<file path="src/rtl/shift_sequencer.sv">
// Sequencer for an external shift register: parallel load, WIDTH strobes at one per DIV clocks, then capture.
// Optional abort input enabled by defining SHIFT_SEQUENCER_ABORT_EN.
module shift_sequencer #(
  parameter int WIDTH = 8,
  parameter int DIV   = 4
) (
  input  logic             clk,
  input  logic             reset,
  input  logic             start,
  input  logic [WIDTH-1:0] tx_data,
`ifdef SHIFT_SEQUENCER_ABORT_EN
  input  logic             abort,
`endif
  output logic             busy,
  output logic             done,
  output logic [WIDTH-1:0] rx_data,
  output logic             sr_load,
  output logic             sr_shift,
  output logic [WIDTH-1:0] sr_pdata,
  input  logic [WIDTH-1:0] sr_pout
);

  // Counters hold their terminal values (WIDTH, DIV) without wrapping.
  localparam int BCW = $clog2(WIDTH + 1);
  localparam int DCW = $clog2(DIV + 1);

  typedef enum logic [2:0] {IDLE, LOAD, SHIFT, CAPTURE, DONE} state_t;

  state_t           state_q, state_d;
  logic [BCW-1:0]   bit_cnt_q, bit_cnt_d;
  logic [DCW-1:0]   div_cnt_q, div_cnt_d;
  logic [WIDTH-1:0] pdata_q, pdata_d;
  logic [WIDTH-1:0] rx_q, rx_d;
  logic             abort_req;

`ifdef SHIFT_SEQUENCER_ABORT_EN
  assign abort_req = abort;
`else
  assign abort_req = 1'b0;
`endif

  // NOTE: every variable gets a default before the case so no path infers a latch.
  always_comb begin
    state_d   = state_q;
    bit_cnt_d = bit_cnt_q;
    div_cnt_d = div_cnt_q;
    pdata_d   = pdata_q;
    rx_d      = rx_q;
    sr_shift  = 1'b0;
    busy      = (state_q != IDLE);
    done      = (state_q == DONE);
    sr_load   = (state_q == LOAD);

    unique case (state_q)
      IDLE: begin
        if (start) begin
          pdata_d = tx_data;
          state_d = LOAD;
        end
      end
      LOAD: begin
        bit_cnt_d = '0;
        div_cnt_d = '0;
        state_d   = SHIFT;
      end
      SHIFT: begin
        if (div_cnt_q == DCW'(DIV - 1)) begin
          sr_shift  = 1'b1;
          div_cnt_d = '0;
          bit_cnt_d = bit_cnt_q + BCW'(1);
          if (bit_cnt_q == BCW'(WIDTH - 1)) state_d = CAPTURE;
        end else begin
          div_cnt_d = div_cnt_q + DCW'(1);
        end
      end
      CAPTURE: begin
        rx_d    = sr_pout;
        state_d = DONE;
      end
      DONE:    state_d = IDLE;
      default: state_d = IDLE;
    endcase

    // Abort wins over the normal transition; rx_data is untouched in these states.
    if (abort_req && (state_q == LOAD || state_q == SHIFT)) state_d = IDLE;
  end

  // NOTE: state registers use non-blocking assignments so all flops update together at the edge.
  always_ff @(posedge clk or posedge reset) begin
    if (reset) begin
      state_q   <= IDLE;
      bit_cnt_q <= '0;
      div_cnt_q <= '0;
      pdata_q   <= '0;
      rx_q      <= '0;
    end else begin
      state_q   <= state_d;
      bit_cnt_q <= bit_cnt_d;
      div_cnt_q <= div_cnt_d;
      pdata_q   <= pdata_d;
      rx_q      <= rx_d;
    end
  end

  assign sr_pdata = pdata_q;
  assign rx_data  = rx_q;

endmodule

</file>
<file path="config.mk">
export PLATFORM = sky130hd
export DESIGN_NAME = shift_sequencer
export DESIGN_NICKNAME = d
export VERILOG_FILES = /design/src/rtl/shift_sequencer.sv
export SDC_FILE = /design/constraint.sdc
export NUM_CORES = 1
export LEC_CHECK = 0
export CAP_MARGIN = 10
export CORE_MARGIN = 4
export CORE_UTILIZATION = 64
export CTS_BUF_LIST = sky130_fd_sc_hd__clkbuf_4 sky130_fd_sc_hd__clkbuf_8
export DETAILED_ROUTE_END_ITERATION = 8
export DONT_BUFFER_PORTS = 1
export GPL_TIMING_DRIVEN = 0
export PLACE_DENSITY = 0.8
export SYNTH_ARGS = -nofsm -noshare
export SYNTH_HDL_FRONTEND = slang
export SYNTH_SLANG_ARGS = --single-unit
</file>
<file path="constraint.sdc">
create_clock -name clk -period 1.5 [get_ports clk]
set_input_delay 0.3 -clock clk [delete_from_list [all_inputs] [get_ports clk]]
set_output_delay 0.3 -clock clk [all_outputs]
set_load 0.01 [all_outputs]
</file>
==> results.cfg, run 1 <==
[grt]
grt_first_pass_wirelength_um = 4080
grt.overflow.total = 0
grt_max_degree = 27
grt_antenna_before_repair = 0
grt_pass1_vias = 821
track_usage_pct = 21.4

[outcome]
outcome = finished with violations
violations = setup timing

[synth]
synth_cell_types = 27
syn-num-nets = 118
ys_warn_count = 0
synth.avg_cell_area_um2 = 12.1
syn_inst = 97
syn_area_mm2 = 0.00117
synth_seq_area_share_pct = 55.4
synth_seq_cells = 26

[timing]
slew_headroom_pct = 38.6
finalWorstSetupSlack_ns = -0.0691
hold-worst-slack_ns = 0.0654
maxSlewViolCount = 0
report.final.hold_viol_count = 0
fin_crit_ns = 1.57
final.period_utilization_pct = 105
worstMarginPinSlew_ns = 0.920
setup_viol = 2
fmaxAchievable_mhz = 637
rsz0062_at_grt = yes
worst_clock_skew_ns = 0.00104

[pwr]
p_sw_share_pct = 36.8
power_switching_uw = 1130
share_comb_of_total_power_pct = 45.0
clkPwrFrac_pct = 11.0
p_int_uw = 1930
peakVddDrop_uv = 1370
p_seq_share_pct = 43.9
p_leak_uw = 0.000696
powerDensity_mw_per_mm2 = 2010

[cells_and_area]
mostFrequentLayoutCell = dfrtp_1
fin_util_pct = 88.0
fill_cells = 82
mostFrequentLayoutCells = 25 x dfrtp_1, 13 x buf_4, 8 x mux2_2, 8 x mux2_4
area_growth_pct = 29.5
nets = 139
final_layout_size_suffix_gt1_share_pct = 45.3
diodes = 0
final_cell_area_mm2 = 0.00152

[setup_path]
crit_family = flip-flops
arrival_ns = 1.27
cp_cell_sequence = clkbuf_8 > or3_4
worst-path-stages = 2
required_ns = 1.20
critPathKind = reg2out
endpoint_kind = output pin
reg2reg_depth = 4
crit_buf_inv = 1
max_stage_delay_ns = 0.42
slowest_stage = dfrtp_1
startpoint_type = flop
worstPathMaxFanout = 3

[detailed_routing]
first_pass_iters = 4
vias = 856
viasPerCell = 6.03
dr.first_iter.drc_count = 24
routed_wirelength_um = 2870
post_drt_wl_per_cell_um = 20.2
ant_nets = 0
drc_errors = 0

[clocking]
clock_sinks = 26
htree_levels = 1
clockRootBuffer = clkbuf_4
hold_buffers = 0
clk_latency_ns = 0.31
numCtsBuffers = 3
clk_pin_slew_worst_paths_ns = 0.13
cts_tree = built
cts_buffer_depth = 2

[floorplan]
start_util_pct = 68.0
rows = 15
die_height_um = 50.8
fp.coreArea_mm2 = 0.00173
pin_count = 39
fp.dieW_um = 50.8
die-area_mm2 = 0.00258

[run]
cap_violations = 0

[place]
place_congestion = 0.841
dp.final_hpwl_um = 1530
preCtsSetupSlack_ns = -0.0403
dpl-instance-area_mm2 = 0.00120
io_buffers = 0

[worst_hold_path]
hold_path.class = in2async
state kept, by name (all words and copies together) (netlist names):
| name | count |
|---|---|
| rx_data | 8 |
| sr_pdata | 8 |
| bit_cnt_q | 4 |
| div_cnt_q | 3 |
| state_q | 3 |
final cells by class:
type	count	area, µm²	share of cell area [%]
Clock buffer	4	36.3	2.39
Timing Repair Buffer	16	140	9.22
Sequential cell	26	652	42.9
Tap cell	25	31.3	2.06
Inverter	6	22.5	1.48
Buffer	3	36.3	2.39
Multi-Input combinational cell	62	602	39.6
kinds of logic (layout without fill, tap and decap cells):
| family | Yosys count | count (layout) | synth area share, % |
|---|---|---|---|
| muxes | 18 | 18 | 17.1 |
| and+or+nand+nor | 31 | 31 | 16.5 |
| DFF | 26 | 26 | 55.4 |
| AOI/OAI and AO/OA | 11 | 11 | 5.76 |
| adders and majority gates | 2 | 2 | 2.13 |
| buffers and inverters | 9 | 29 | 3.09 |
power by group through the flow:
stage	registers, µW	clock network, µW	logic (µW)
2_1_floorplan	1290	0	632
3_3_place_gp	1340	0	709
3_5_place_dp	1350	0	753
4_1_cts	1320	344	1030
5_1_grt	1380	373	1490
6_report	1340	338	1380
cell usage after synthesis:
cell,count,area [µm²]
nor2b_1,3,18.8
buf_2,2,10.0
nor4_1,1,6.26
clkbuf_1,1,3.75
a32oi_1,1,8.76
nand4_1,1,6.26
a21o_1,1,7.51
o32ai_1,1,8.76
nand3b_1,3,22.5
nor2_1,4,15.0
nand2b_1,3,18.8
nand4b_1,2,17.5
nand3_1,4,20.0
mux2i_1,2,20.0
nand2_1,4,15.0
and2b_1,1,7.51
mux2_2,16,180
inv_1,6,22.5
nand2_2,1,6.26
and2_1,2,12.5
o21ai_0,5,25.0
dfrtp_1,26,651
or3_1,1,6.26
nor4_4,1,21.3
ha_1,2,25.0
a21oi_1,2,10.0
a22oi_1,1,7.51
final timing paths:
check / startpoint / to / slack (ns)
setup / recovery: state_q[2] / busy / -0.07
hold / removal: reset / rx_data[1] / 0.07
setup reg to reg: state_q[0] / sr_pdata[6] / 0
hold reg to reg: bit_cnt_q[3] / bit_cnt_q[3] / 0.53
max in group asynchronous: reset / state_q[0] / 0.82
min in group clk: tx_data[3] / sr_pdata[3] / 0.13
through the flow:
stage / setup TNS [ns] / power, µW / std cells
4_1_cts: -0.151 / 2700 / 135
3_5_place_dp: -0.219 / 2100 / 122
3_3_place_gp: -0.0786 / 2050 / 122
6_report: -0.110 / 3060 / 142
2_1_floorplan: 0 / 1920 / 97
5_1_grt: -0.734 / 3240 / 142
worst reg2reg max path: stages, from the launching register on:
cell and delay [ns]:
dfrtp_2 0.43, buf_4 0.17, nor4_4 0.27, buf_6 0.20, mux2_4 0.32
repair_timing:
action,in CTS,in global routing
buffers inserted,9,8
pin swaps,2,5
setup endpoints to repair,12,13
resized for setup,22,15
gates cloned,0,0
metal layers:
layer	global-route usage, %	part of all wire (%)
met3	6.12	5.3
met2	34.8	58
met5	0	0
met4	7.17	0.42
met1	27.6	37
Note: power is estimated with default switching activity, not from simulation.
==> run 2, diff against run 1 <==
--- a/config.mk
+++ b/config.mk
@@ -13,6 +13,7 @@
 export DONT_BUFFER_PORTS = 1
 export GPL_TIMING_DRIVEN = 0
 export PLACE_DENSITY = 0.8
+export SLEW_MARGIN = 20
 export SYNTH_ARGS = -nofsm -noshare
 export SYNTH_HDL_FRONTEND = slang
 export SYNTH_SLANG_ARGS = --single-unit
==> results of run 2 <==
Final layout, timing and power as in run 1 (identical DEF).
==> run 3, diff against run 2 <==
--- a/config.mk
+++ b/config.mk
@@ -5,6 +5,7 @@
 export SDC_FILE = /design/constraint.sdc
 export NUM_CORES = 1
 export LEC_CHECK = 0
+export ABC_AREA = 1
 export CAP_MARGIN = 10
 export CORE_MARGIN = 4
 export CORE_UTILIZATION = 64
==> results.cfg, run 3 <==
[setup_path]
max_stage_delay_ns = 0.38
arrival_ns = 1.25
required_ns = 1.20
cp_cell_sequence = ha_2 > inv_2 > nor2_4 > inv_2 > nor2_4
critPathKind = reg2out
slowest_stage = dfrtp_1
endpoint_kind = output pin
startpoint_type = flop
worstPathMaxFanout = 2

[pwr]
peakVddDrop_uv = 1240
powerDensity_mw_per_mm2 = 2040
p_leak_uw = 0.000726

[cells_and_area]
mostFrequentLayoutCells = 52 x nand2_1, 25 x dfrtp_1, 17 x inv_1
area_growth_pct = 15.8
final_cell_area_mm2 = 0.00135
mostFrequentLayoutCell = nand2_1
nets = 175
fill_cells = 126
final_layout_size_suffix_gt1_share_pct = 19.6
diodes = 0
fin_util_pct = 78.3

[place]
dpl-instance-area_mm2 = 0.00120
dp.final_hpwl_um = 1580
io_buffers = 0
place_congestion = 0.855

[floorplan]
rows = 15
fp.coreArea_mm2 = 0.00173
fp.dieW_um = 50.7
start_util_pct = 67.6
die-area_mm2 = 0.00257
die_height_um = 50.7
pin_count = 39

[grt]
grt_antenna_before_repair = 0
grt_first_pass_wirelength_um = 3850
grt_pass1_vias = 892
track_usage_pct = 20.5
grt_max_degree = 27
grt.overflow.total = 0

[detailed_routing]
routed_wirelength_um = 2350
first_pass_iters = 4
ant_nets = 0
post_drt_wl_per_cell_um = 13.2
drc_errors = 0
vias = 933
viasPerCell = 5.24
dr.first_iter.drc_count = 16

[synth]
syn_area_mm2 = 0.00117
syn_inst = 142
async_flop_share_pct = 100
synthTopCellsByArea = dfrtp_1 56%, nand2_1 17%, inv_1 6.1%
synth_seq_area_share_pct = 55.7
synth_seq_cells = 26
synth-edff-count = 0
synth_most_common_cell = nand2_1
yosysTopAreaCell = dfrtp_1
synth.avg_cell_area_um2 = 8.22
synth_top_area_share_pct = 55.7
ys.flop_type = dfrtp_1
synth_cell_types = 15
ys_warn_count = 0
syn-num-nets = 163
synth_commonest_cells = 53 x nand2_1, 26 x dfrtp_1, 19 x inv_1, 11 x nand3_1, 10 x o21ai_1

[timing]
report.final.hold_viol_count = 0
final.period_utilization_pct = 103
fmaxAchievable_mhz = 646
slew_headroom_pct = 38.4
worst_clock_skew_ns = 0.00368
worstMarginPinSlew_ns = 0.923
rsz0062_at_grt = yes
maxSlewViolCount = 0
setup_viol = 1
finalWorstSetupSlack_ns = -0.0492
fin_crit_ns = 1.55

[clocking]
numCtsBuffers = 3
clock_sinks = 26
cts_tree = built
hold_buffers = 0
clk_pin_slew_worst_paths_ns = 0.13
clk_latency_ns = 0.32
cts_buffer_depth = 2
clockRootBuffer = clkbuf_4
htree_levels = 1

[outcome]
violations = setup timing
outcome = finished with violations

[worst_hold_path]
hold_path.class = in2async

[run]
cap_violations = 0
-- run 3: cell count changes after synthesis, sizes merged, moves of 5 or more --
cell   change
nand2     +48
inv       +18
mux2      -16
nand3     +10
o21ai      +5
-- run 3: layout make-up --
class,count,area [µm²],share of cell area (%)
tap,25,31.3,2.31
clock inverter,1,30.0,2.22
sequential,26,652,48.2
clock buffer,3,22.5,1.67
multi-input combinational,90,455,33.7
timing repair buffer,7,52.6,3.89
inverter,24,95.1,7.04
buffer,2,12.5,0.926
-- run 3: layer usage --
layer  global-route usage, %  wire length [µm]  share of wire [%]  vias up
met1                    24.1               935                 40      430
met5                       0                 0                  0        -
met2                    33.7              1200                 51       39
met3                    4.75               157                6.7        7
met4                    13.0                57                2.4        0
li1                        -                 -                  -      457
-- run 3: repair_timing --
action,CTS,global route
hold endpoints to repair,0,0
pin swaps,3,6
resized for setup,12,3
setup endpoints to repair,3,3
setup buffers,2,5
-- run 3: path summary, 6_finish.rpt --
| kind | startpoint | end | slack, ns | cells after the start |
|---|---|---|---|---|
| max | div_cnt_q[1] | sr_shift | -0.05 | 5 |
| min | reset | rx_data[1] | 0.05 | 1 |
| max reg2reg | div_cnt_q[0] | bit_cnt_q[1] | 0.13 | 8 |
| min reg2reg | div_cnt_q[1] | div_cnt_q[1] | 0.56 | 2 |
| max in group asynchronous | reset | state_q[0] | 0.82 | 1 |
| min in group clk | sr_pout[4] | rx_data[4] | 0.08 | 2 |
-- run 3: worst max-delay path: cells and delay by family (launching register included) --
family                   cells  cell delay (ns)
buffers and inverters        2             0.10
AND/OR/NAND/NOR              2             0.24
adder cells (fa/ha/maj)      1             0.20
flip-flops                   1             0.38
-- run 3: per-stage QoR --
stage	hold WS, ns	setup WS (ns)	instances	power [µW]	setup TNS, ns
after global placement	0.413	0.160	167	2040	0
after floorplan	0.340	0.263	142	1900	0
after global routing	0.0622	-0.123	178	2990	-0.142
after detailed placement	0.416	0.129	167	2080	0
final	0.0499	-0.0492	178	2760	-0.0492
after CTS	0.0675	-0.0531	173	2680	-0.0531
-- run 3: report_power, final --
| group | internal [µW] | switching [µW] | total (µW) |
|---|---|---|---|
| logic | 390 | 608 | 997 |
| registers | 983 | 312 | 1290 |
| clock network | 270 | 199 | 470 |
| total | 1640 | 1120 | 2760 |
-- run 3: kinds of logic (layout without fill, tap and decap cells) --
family,count (synthesis),in the layout,synth area share (%)
flip-flops,26,26,55.7
adder cells (fa/ha/maj),2,2,2.14
buffers and inverters,26,37,8.57
AND/OR/NAND/NOR,77,77,28.8
AO/OA/AOI/OAI,11,11,4.72
